`config.mk`:
```
export PLATFORM = sky130hd
export DESIGN_NAME = rr_decode_arbiter
export DESIGN_NICKNAME = d
export VERILOG_FILES = /design/src/rtl/rr_arb_pkg.sv /design/src/rtl/onehot_dec3.sv /design/src/rtl/rr_decode_arbiter.sv
export SDC_FILE = /design/constraint.sdc
export NUM_CORES = 1
export LEC_CHECK = 0
export BUFFER_PORTS_ARGS = -buffer_cell sky130_fd_sc_hd__clkbuf_2
export CAP_MARGIN = 30
export CELL_PAD_IN_SITES_DETAIL_PLACEMENT = 0
export CELL_PAD_IN_SITES_GLOBAL_PLACEMENT = 1
export CORE_UTILIZATION = 44
export DETAILED_ROUTE_END_ITERATION = 16
export GPL_TIMING_DRIVEN = 1
export HOLD_SLACK_MARGIN = 0.05
export PLACE_DENSITY_LB_ADDON = 0.1
export SKIP_CTS_REPAIR_TIMING = 1
export SYNTH_ARGS = -nofsm -noshare
export SYNTH_HDL_FRONTEND = slang
export SYNTH_SLANG_ARGS = --single-unit
```
`constraint.sdc`:
```
create_clock -name clk -period 3.6 [get_ports clk]
set_clock_uncertainty 0.1 [all_clocks]
set_input_delay 0.9 -clock clk [delete_from_list [all_inputs] [get_ports clk]]
set_output_delay 0.9 -clock clk [all_outputs]
set_load 0.02 [all_outputs]
```
`src/rtl/rr_arb_pkg.sv`:
```
// Shared definitions for the round-robin decode arbiter.
//   arb_state_t : arbiter FSM state encoding (IDLE, GRANT, RELEASE)
//   N_REQ       : number of requesters / decoder outputs
//   IDX_W       : width of the decoder select index
package rr_arb_pkg;

  localparam int N_REQ = 8;
  localparam int IDX_W = 3;

  typedef enum logic [1:0] {
    IDLE    = 2'd0,
    GRANT   = 2'd1,
    RELEASE = 2'd2
  } arb_state_t;

endpackage

```
`src/rtl/onehot_dec3.sv`:
```
// 3-to-8 one-hot decoder with enable; same function as the downstream
// decoder the arbiter drives, so gnt always mirrors what that decoder sees.
// Ports:
//   idx    in  [IDX_W-1:0] : select index
//   en     in  1           : enable; all outputs low when clear
//   onehot out [N_REQ-1:0] : en ? (1 << idx) : 0
module onehot_dec3
  import rr_arb_pkg::*;
(
  input  logic [IDX_W-1:0] idx,
  input  logic             en,
  output logic [N_REQ-1:0] onehot
);

  always_comb begin
    onehot = '0;
    if (en) begin
      onehot[idx] = 1'b1;
    end
  end

endmodule

```
`src/rtl/rr_decode_arbiter.sv`:
```
// Round-robin arbiter sharing one 3-to-8 decoded resource among eight
// requesters. A grant is held until the owner signals done, drops its
// request, or reaches the hold limit; one RELEASE cycle with the decoder
// disabled separates consecutive grants.
// Ports:
//   clk       in  1 : clock, rising edge
//   rst_n     in  1 : asynchronous active-low reset
//   req       in  8 : level-sensitive request lines
//   done      in  1 : owner releases the resource (looked at only in GRANT)
//   gnt_idx   out 3 : decoder select index (current / last owner)
//   gnt_en    out 1 : decoder enable, high only in GRANT
//   gnt       out 8 : one-hot grant, gnt_en ? (1 << gnt_idx) : 0
//   busy      out 1 : high in GRANT and RELEASE
//   timeout   out 1 : one-cycle pulse, high during the RELEASE cycle that
//                     follows a hold-limit release
//   dbg_state out 2 : FSM state, for observation only
//   dbg_ptr   out 3 : round-robin search start, for observation only
//
// Handshake: a requester holds req[i] high until it is granted and for as
// long as it wants the resource; dropping it while granted is an implicit
// release. done is a single-cycle level that only the owner drives, and it
// is meaningful only while gnt_en is high.
module rr_decode_arbiter
  import rr_arb_pkg::*;
#(
  parameter int MAX_HOLD = 15,
  parameter int CNT_W    = 8
) (
  input  logic             clk,
  input  logic             rst_n,
  input  logic [N_REQ-1:0] req,
  input  logic             done,
  output logic [IDX_W-1:0] gnt_idx,
  output logic             gnt_en,
  output logic [N_REQ-1:0] gnt,
  output logic             busy,
  output logic             timeout,
  output arb_state_t       dbg_state,
  output logic [IDX_W-1:0] dbg_ptr
);

  localparam logic [CNT_W-1:0] HOLD_MAX = CNT_W'(MAX_HOLD);

  arb_state_t       state_q, state_d;
  logic [IDX_W-1:0] ptr_q, ptr_d;
  logic [IDX_W-1:0] gnt_idx_q, gnt_idx_d;
  logic [CNT_W-1:0] hold_cnt_q, hold_cnt_d;
  logic             timeout_q, timeout_d;

  logic             found;
  logic [IDX_W-1:0] pick_idx;
  logic             owner_drop;
  logic             at_limit;

  // First set request scanning ptr, ptr+1, ... ; the 3-bit add wraps 7->0.
  always_comb begin
    found    = 1'b0;
    pick_idx = ptr_q;
    for (int i = 0; i < N_REQ; i++) begin
      if (!found && req[ptr_q + IDX_W'(i)]) begin
        found    = 1'b1;
        pick_idx = ptr_q + IDX_W'(i);
      end
    end
  end

  assign owner_drop = !req[gnt_idx_q];
  assign at_limit   = (hold_cnt_q == HOLD_MAX);

  always_comb begin
    state_d    = state_q;
    ptr_d      = ptr_q;
    gnt_idx_d  = gnt_idx_q;
    hold_cnt_d = hold_cnt_q;
    timeout_d  = 1'b0;
    case (state_q)
      IDLE: begin
        if (found) begin
          gnt_idx_d  = pick_idx;
          hold_cnt_d = '0;
          state_d    = GRANT;
        end
      end
      GRANT: begin
        if (!at_limit) begin
          hold_cnt_d = hold_cnt_q + CNT_W'(1);
        end
        if (done || owner_drop || at_limit) begin
          state_d   = RELEASE;
          // An explicit release wins over the hold limit: no pulse then.
          timeout_d = at_limit && !done && !owner_drop;
        end
      end
      RELEASE: begin
        // The owner just released becomes lowest priority next round.
        ptr_d   = gnt_idx_q + IDX_W'(1);
        state_d = IDLE;
      end
      default: begin
        state_d = IDLE;
      end
    endcase
  end

  always_ff @(posedge clk or negedge rst_n) begin
    if (!rst_n) begin
      state_q    <= IDLE;
      ptr_q      <= '0;
      gnt_idx_q  <= '0;
      hold_cnt_q <= '0;
      timeout_q  <= 1'b0;
    end else begin
      state_q    <= state_d;
      ptr_q      <= ptr_d;
      gnt_idx_q  <= gnt_idx_d;
      hold_cnt_q <= hold_cnt_d;
      timeout_q  <= timeout_d;
    end
  end

  // Outputs depend on registered state only; an async reset clears the
  // state register and therefore gnt_en/gnt at once.
  assign gnt_en    = (state_q == GRANT);
  assign busy      = (state_q != IDLE);
  assign gnt_idx   = gnt_idx_q;
  assign timeout   = timeout_q;
  assign dbg_state = state_q;
  assign dbg_ptr   = ptr_q;

  onehot_dec3 u_dec (
    .idx    (gnt_idx_q),
    .en     (gnt_en),
    .onehot (gnt)
  );

endmodule

```
# Yosys cells after proc, flatten, opt, wreduce, memory -nomap -nowiden
# Index checks and enable logic that the tools add are counted.
# word_totals
register_bits,17
in_bits,11
out_inout_bits,19
elab_cells,101
# classes
add_sub_neg,9
order_cmp,10
eq_ne,6
muxes,44
reduce_logical,27
# ops
operator,count
$lt 3x4->1 const B,9
$bmux 1 s3,9
$mux 8,3
$mux 3,7
$mux 1,20
$pmux 8 s2,1
$add 3x3->3 const B,4
$logic_and 1x1->1,10
$logic_not 1->1,9
$add 8x1->8 const B,1
$eq 8x4->1 const B,1
$add 3x1->3 const B,2
$add 3x2->3 const B,2
$mux 2,2
$ne 2x2->1 const B,2
$pmux 2 s2,1
$reduce_and 2->1,2
$reduce_bool 2->1,2
$demux 1 s3,1
$ge 3x1->1 const B,1
$reduce_and 3->1,1
$eq 2x1->1 const B,1
$eq 2x2->1 const B,1
$logic_not 2->1,1
other kinds (2),3

# Depth between registers and ports, before layout
# logic_depth
depth_word,26
depth_mapped,13

# By module
# Synthesis repeated with hierarchy kept, for this count alone.
# hier_totals
cells_unflattened,194
hier_area_um2,1904.3
# by_module_without_submodules
mod,n_inst,cells_per_inst,area_each_um2
rr_decode_arbiter,1,186,1809.2
onehot_dec3,1,8,95.1

# Least setup slack after synthesis
# No wires, ideal clock.
# synth_path
path_kind,register to register
from,"reg ptr_q[0], in the netlist dbg_ptr[0]"
to,"reg gnt_idx_q[2], in the netlist gnt_idx[2]"
t_arrival_ns,3.246
t_required_ns,3.378
path_slack_ns,0.133
path_stages_with_launch,12
n_path_buf,3
period_less_slack_ns,3.467
cell_sequence,dfrtp_1 > buf_6 > buf_2 > inv_2 > ha_1 > buf_4 > mux4_2 > mux2i_1 > a32oi_2 > or3_1 > or3_1 > a32o_1
# synth_between
elab_chain_len,25
# synth_rtl
item,line,text
"start, declared",rr_decode_arbiter.sv:45,"logic [IDX_W-1:0] ptr_q, ptr_d;"
"start signal, assigned",rr_decode_arbiter.sv:114,ptr_q <= ptr_d;
branches (longest 25 deep; another with $add 3x1->3),-,
"end signal, assigned",rr_decode_arbiter.sv:115,gnt_idx_q <= gnt_idx_d;
"end, declared",rr_decode_arbiter.sv:46,"logic [IDX_W-1:0] gnt_idx_q, gnt_idx_d;"
# Parallel ways; which one is timed is not known. The select of a mux whose other input is x is not followed.
# A chain may end at the register's enable or synchronous reset.

# Worst setup path after layout
# Ends and elaborated chain as after synthesis.

==> run_results.csv <==
group,metric,value,unit
setup_path,crit_family,"multiplexers",
synth,synth_common_cells,"mux4_2 (19), dfrtp_1 (17), nand2_1 (15), nor2_1 (15)",
synth,synth.distinct_cells,50,
floorplanning,start_util,0.455,
global_route,grt_pass1_vias,1684,
detailed_routing,wl_met2,2.40,mm
setup_path,r2r_slack,0.29,ns
sta,finalHoldViolCount,0,
pwr,seqPwrFrac,0.152,
global_route,grt_remaining_overflow,0,
clock_network,cts_max_level,1,
place,globalplace.congestion,0.891,
synth,synthTopCellsByArea,"mux4_2 (22%), dfrtp_1 (21%), mux2i_1 (6.1%)",
sta,max_freq,0.303,GHz
synth,synth_compound_area_frac,0.151,
pwr,comb_power_share,0.790,
synth,synth_edf_count,0,
clock_network,cts_buffer_depth,2,
synth,synth_top_cell_area_share,0.216,
synth,synth-seq-cells,17,
detailed_routing,ant_nets,0,
place,placed_cell_area,0.00213,mm2
setup_path,crit_slowest_cell,"ha_1",
synth,synth_fp_nets,221,
setup_path,critPathArrivalTime,3.35,ns
pwr,p_leak,0.909,nW
setup_path,endpoint_kind,"register",
final_layout,nNetsFinal,239,
pwr,p_sw_frac,0.510,
clock_network,cts-root-buf,"clkbuf_8",
final_layout,fin_area,0.00217,mm2
detailed_routing,routed-via-count,1722,
synth,ys_warn_count,0,
sta,tightestPinTransition,0.582,ns
setup_path,worstSetupPathType,"reg2reg",
clock_network,numClockSinks,17,
floorplanning,core_area,0.00435,mm2
clock_network,cts.clk_slew.worst_paths,0.07,ns
synth,synth_top_family_by_area,"multiplexers",
detailed_routing,routed.top_layer,"met4",
synth,synthXorXnorAreaFrac,0.0353,
sta,drv_slew,0,
global_route,grt_max_degree,21,
clock_network,cts-buffers-inserted,3,
synth,synth_seq_area_share,0.215,
pwr,ir_drop,0.428,mV
synth,synth_cells,206,
final_layout,drive_gt1_frac,0.323,
synth,synth_top_area_cell,"mux4_2",
floorplanning,die-area,0.00478,mm2
status,status,"complete, no violations",
detailed_routing,vias_per_cell,6.26,
floorplanning,pin_count,30,
pwr,internal-power,1.18,mW
synth,synth-main-ff-cell,"dfrtp_1",
synth,synth_mux_area_frac,0.331,
floorplanning,rows,24,
global_route,antenna_found_initial,0,
synth,synth_simple_gate_area_frac,0.173,
place,port-buffer-count,29,
detailed_routing,wl_per_cell,18.8,um
pwr,p_sw,1.23,mW
sta,min_period,3.31,ns
detailed_routing,met1Wirelength,2.51,mm
place,dp_hpwl,4.01,mm
final_layout,syn2layout_area_growth,9.53,%
setup_path,path_max_fanout,10,
clock_network,clk_latency,0.25,ns
clock_network,cts_tree,"built",
global_route,grt_pass1_wl,8.73,mm
synth,avgSynthCellArea,9.63,um2
global_route,grtUsageTotal,0.223,
pwr,clkPwrFrac,0.058,
setup_path,crit_top_cell,"or3_1",
sta,finalSetupViolCount,0,
sta,max-slew-margin-rel,0.609,
floorplanning,die_h,69.1,um
detailed_routing,drc_errors,0,
setup_path,start_kind,"register",
synth,synth_fa_ha_area_frac,0.0252,
floorplanning,die_w,69.1,um
pwr,cellPowerDensity,1110,mW/mm2
final_layout,diodes,0,
detailed_routing,drtIter0Drc,105,
setup_path,worstPathCellList,"inv_2 -> ha_1 -> mux4_2 -> mux2i_1 -> a32oi_2 -> or3_1 -> or3_1 -> a32o_1",
synth,syn-cell-area,0.00198,mm2
detailed_routing,met3RoutedLength,228,um
sta,fin_tns_setup,0,ns
detailed_routing,first_pass_iters,6,
synth,synthArstFlopShare,1.00,
setup_path,slowest_delay,0.58,ns
synth,yosysMostFrequentCell,"mux4_2",
detailed_routing,wirelength,5.17,mm
setup_path,crit_buf_inv,1,
job,drv_cap,0,
sta,grt_setup_unrepaired,"no",
hold_path,hp-class,"reg2reg",
sta,period_share,0.918,
setup_path,required,3.64,ns
[path summary, 6_finish.rpt]
kind,endpoint,cells past startpoint,startpoint
setup / recovery,gnt_idx[2]$_DFFE_PN0P_,8,dbg_ptr[0]$_DFFE_PN0N_
setup reg to reg,gnt_idx[2]$_DFFE_PN0P_,8,dbg_ptr[0]$_DFFE_PN0N_
max in group asynchronous,dbg_ptr[2]$_DFFE_PN0N_,1,rst_n
hold / removal,hold_cnt_q[0]$_DFFE_PN0P_,1,hold_cnt_q[0]$_DFFE_PN0P_
min in group asynchronous,gnt_idx[2]$_DFFE_PN0P_,1,rst_n
hold reg to reg,hold_cnt_q[0]$_DFFE_PN0P_,1,hold_cnt_q[0]$_DFFE_PN0P_
[placed cells by master (no fill, tap or decap), types with 2 or more instances in the layout]
cell and count:
nand2_1 15, or3_1 6, buf_4 5, nor2_1 15
nand3_1 6, o311a_1 2, xor2_1 4, and2_1 2
mux2i_1 12, a21oi_1 5, o32ai_1 2, ha_1 4
dfrtp_1 17, clkbuf_8 3, mux4_2 19, inv_1 7
o2111ai_1 2, inv_2 2, a21o_1 2, o21ai_0 4
a31oi_1 2, mux2_2 7, o31a_1 2, clkbuf_2 29
o21ai_1 2, a32o_1 2, a32oi_1 2, xnor2_1 4
nor4_1 5, nand2b_1 7, a211oi_1 2, nor3_1 7
[sequential cells by signal, summed over array words and instances, names as in the netlist]
name / cells
gnt_idx: 3
dbg_ptr: 3
hold_cnt_q: 8
timeout: 1
dbg_state: 2
[per-layer routing]
layer	vias up	GRT usage
li1	821	-
met1	849	0.346
met2	48	0.341
met3	4	0.0278
met4	0	0.0295
met5	-	0
[logic make-up after synthesis]
group                      count (synthesis)
buffers and inverters                     30
adders and majority gates                  4
AOI/OAI and AO/OA                         39
and+or+nand+nor                           68
xor gates and xnor gates                   8
muxes                                     40
DFF                                       17
[per-stage QoR]
step	power, mW	cells	worst slack, ns	utilization	hold slack, ns
after detailed placement	2.27	271	0.304	0.488	0.404
after global placement	2.24	271	0.321	0.488	0.406
after CTS	2.42	275	0.303	0.499	0.416
after global routing	2.62	275	0.0849	0.499	0.465
after floorplan	1.87	206	0.133	-	0.375
final	2.41	275	0.295	0.499	0.417
[worst register-to-register path, cell delays in order, from the launching register on]
cell	delay, ns
dfrtp_1	0.35
inv_2	0.08
ha_1	0.58
mux4_2	0.56
mux2i_1	0.26
a32oi_2	0.25
or3_1	0.46
or3_1	0.32
a32o_1	0.24
[power by group through the flow]
| stage | Combinational (mW) | Sequential [mW] | Clock (mW) |
|---|---|---|---|
| finish | 1.91 | 0.367 | 0.141 |
| global route | 2.08 | 0.383 | 0.156 |
| CTS | 1.91 | 0.366 | 0.146 |
| detailed placement | 1.90 | 0.370 | 0 |
| global placement | 1.87 | 0.366 | 0 |
| floorplan | 1.52 | 0.353 | 0 |
[layout make-up]
type                            count  area [um2]
Fill cell                         400        2180
Multi-Input combinational cell    159        1420
Sequential cell                    17         425
Timing Repair Buffer               34         183
Tap cell                           52        65.1
Clock buffer                        3        41.3
Inverter                            9        33.8
Clock inverter                      1        5.00
No activity file was read; power rests on OpenSTA's default activity.
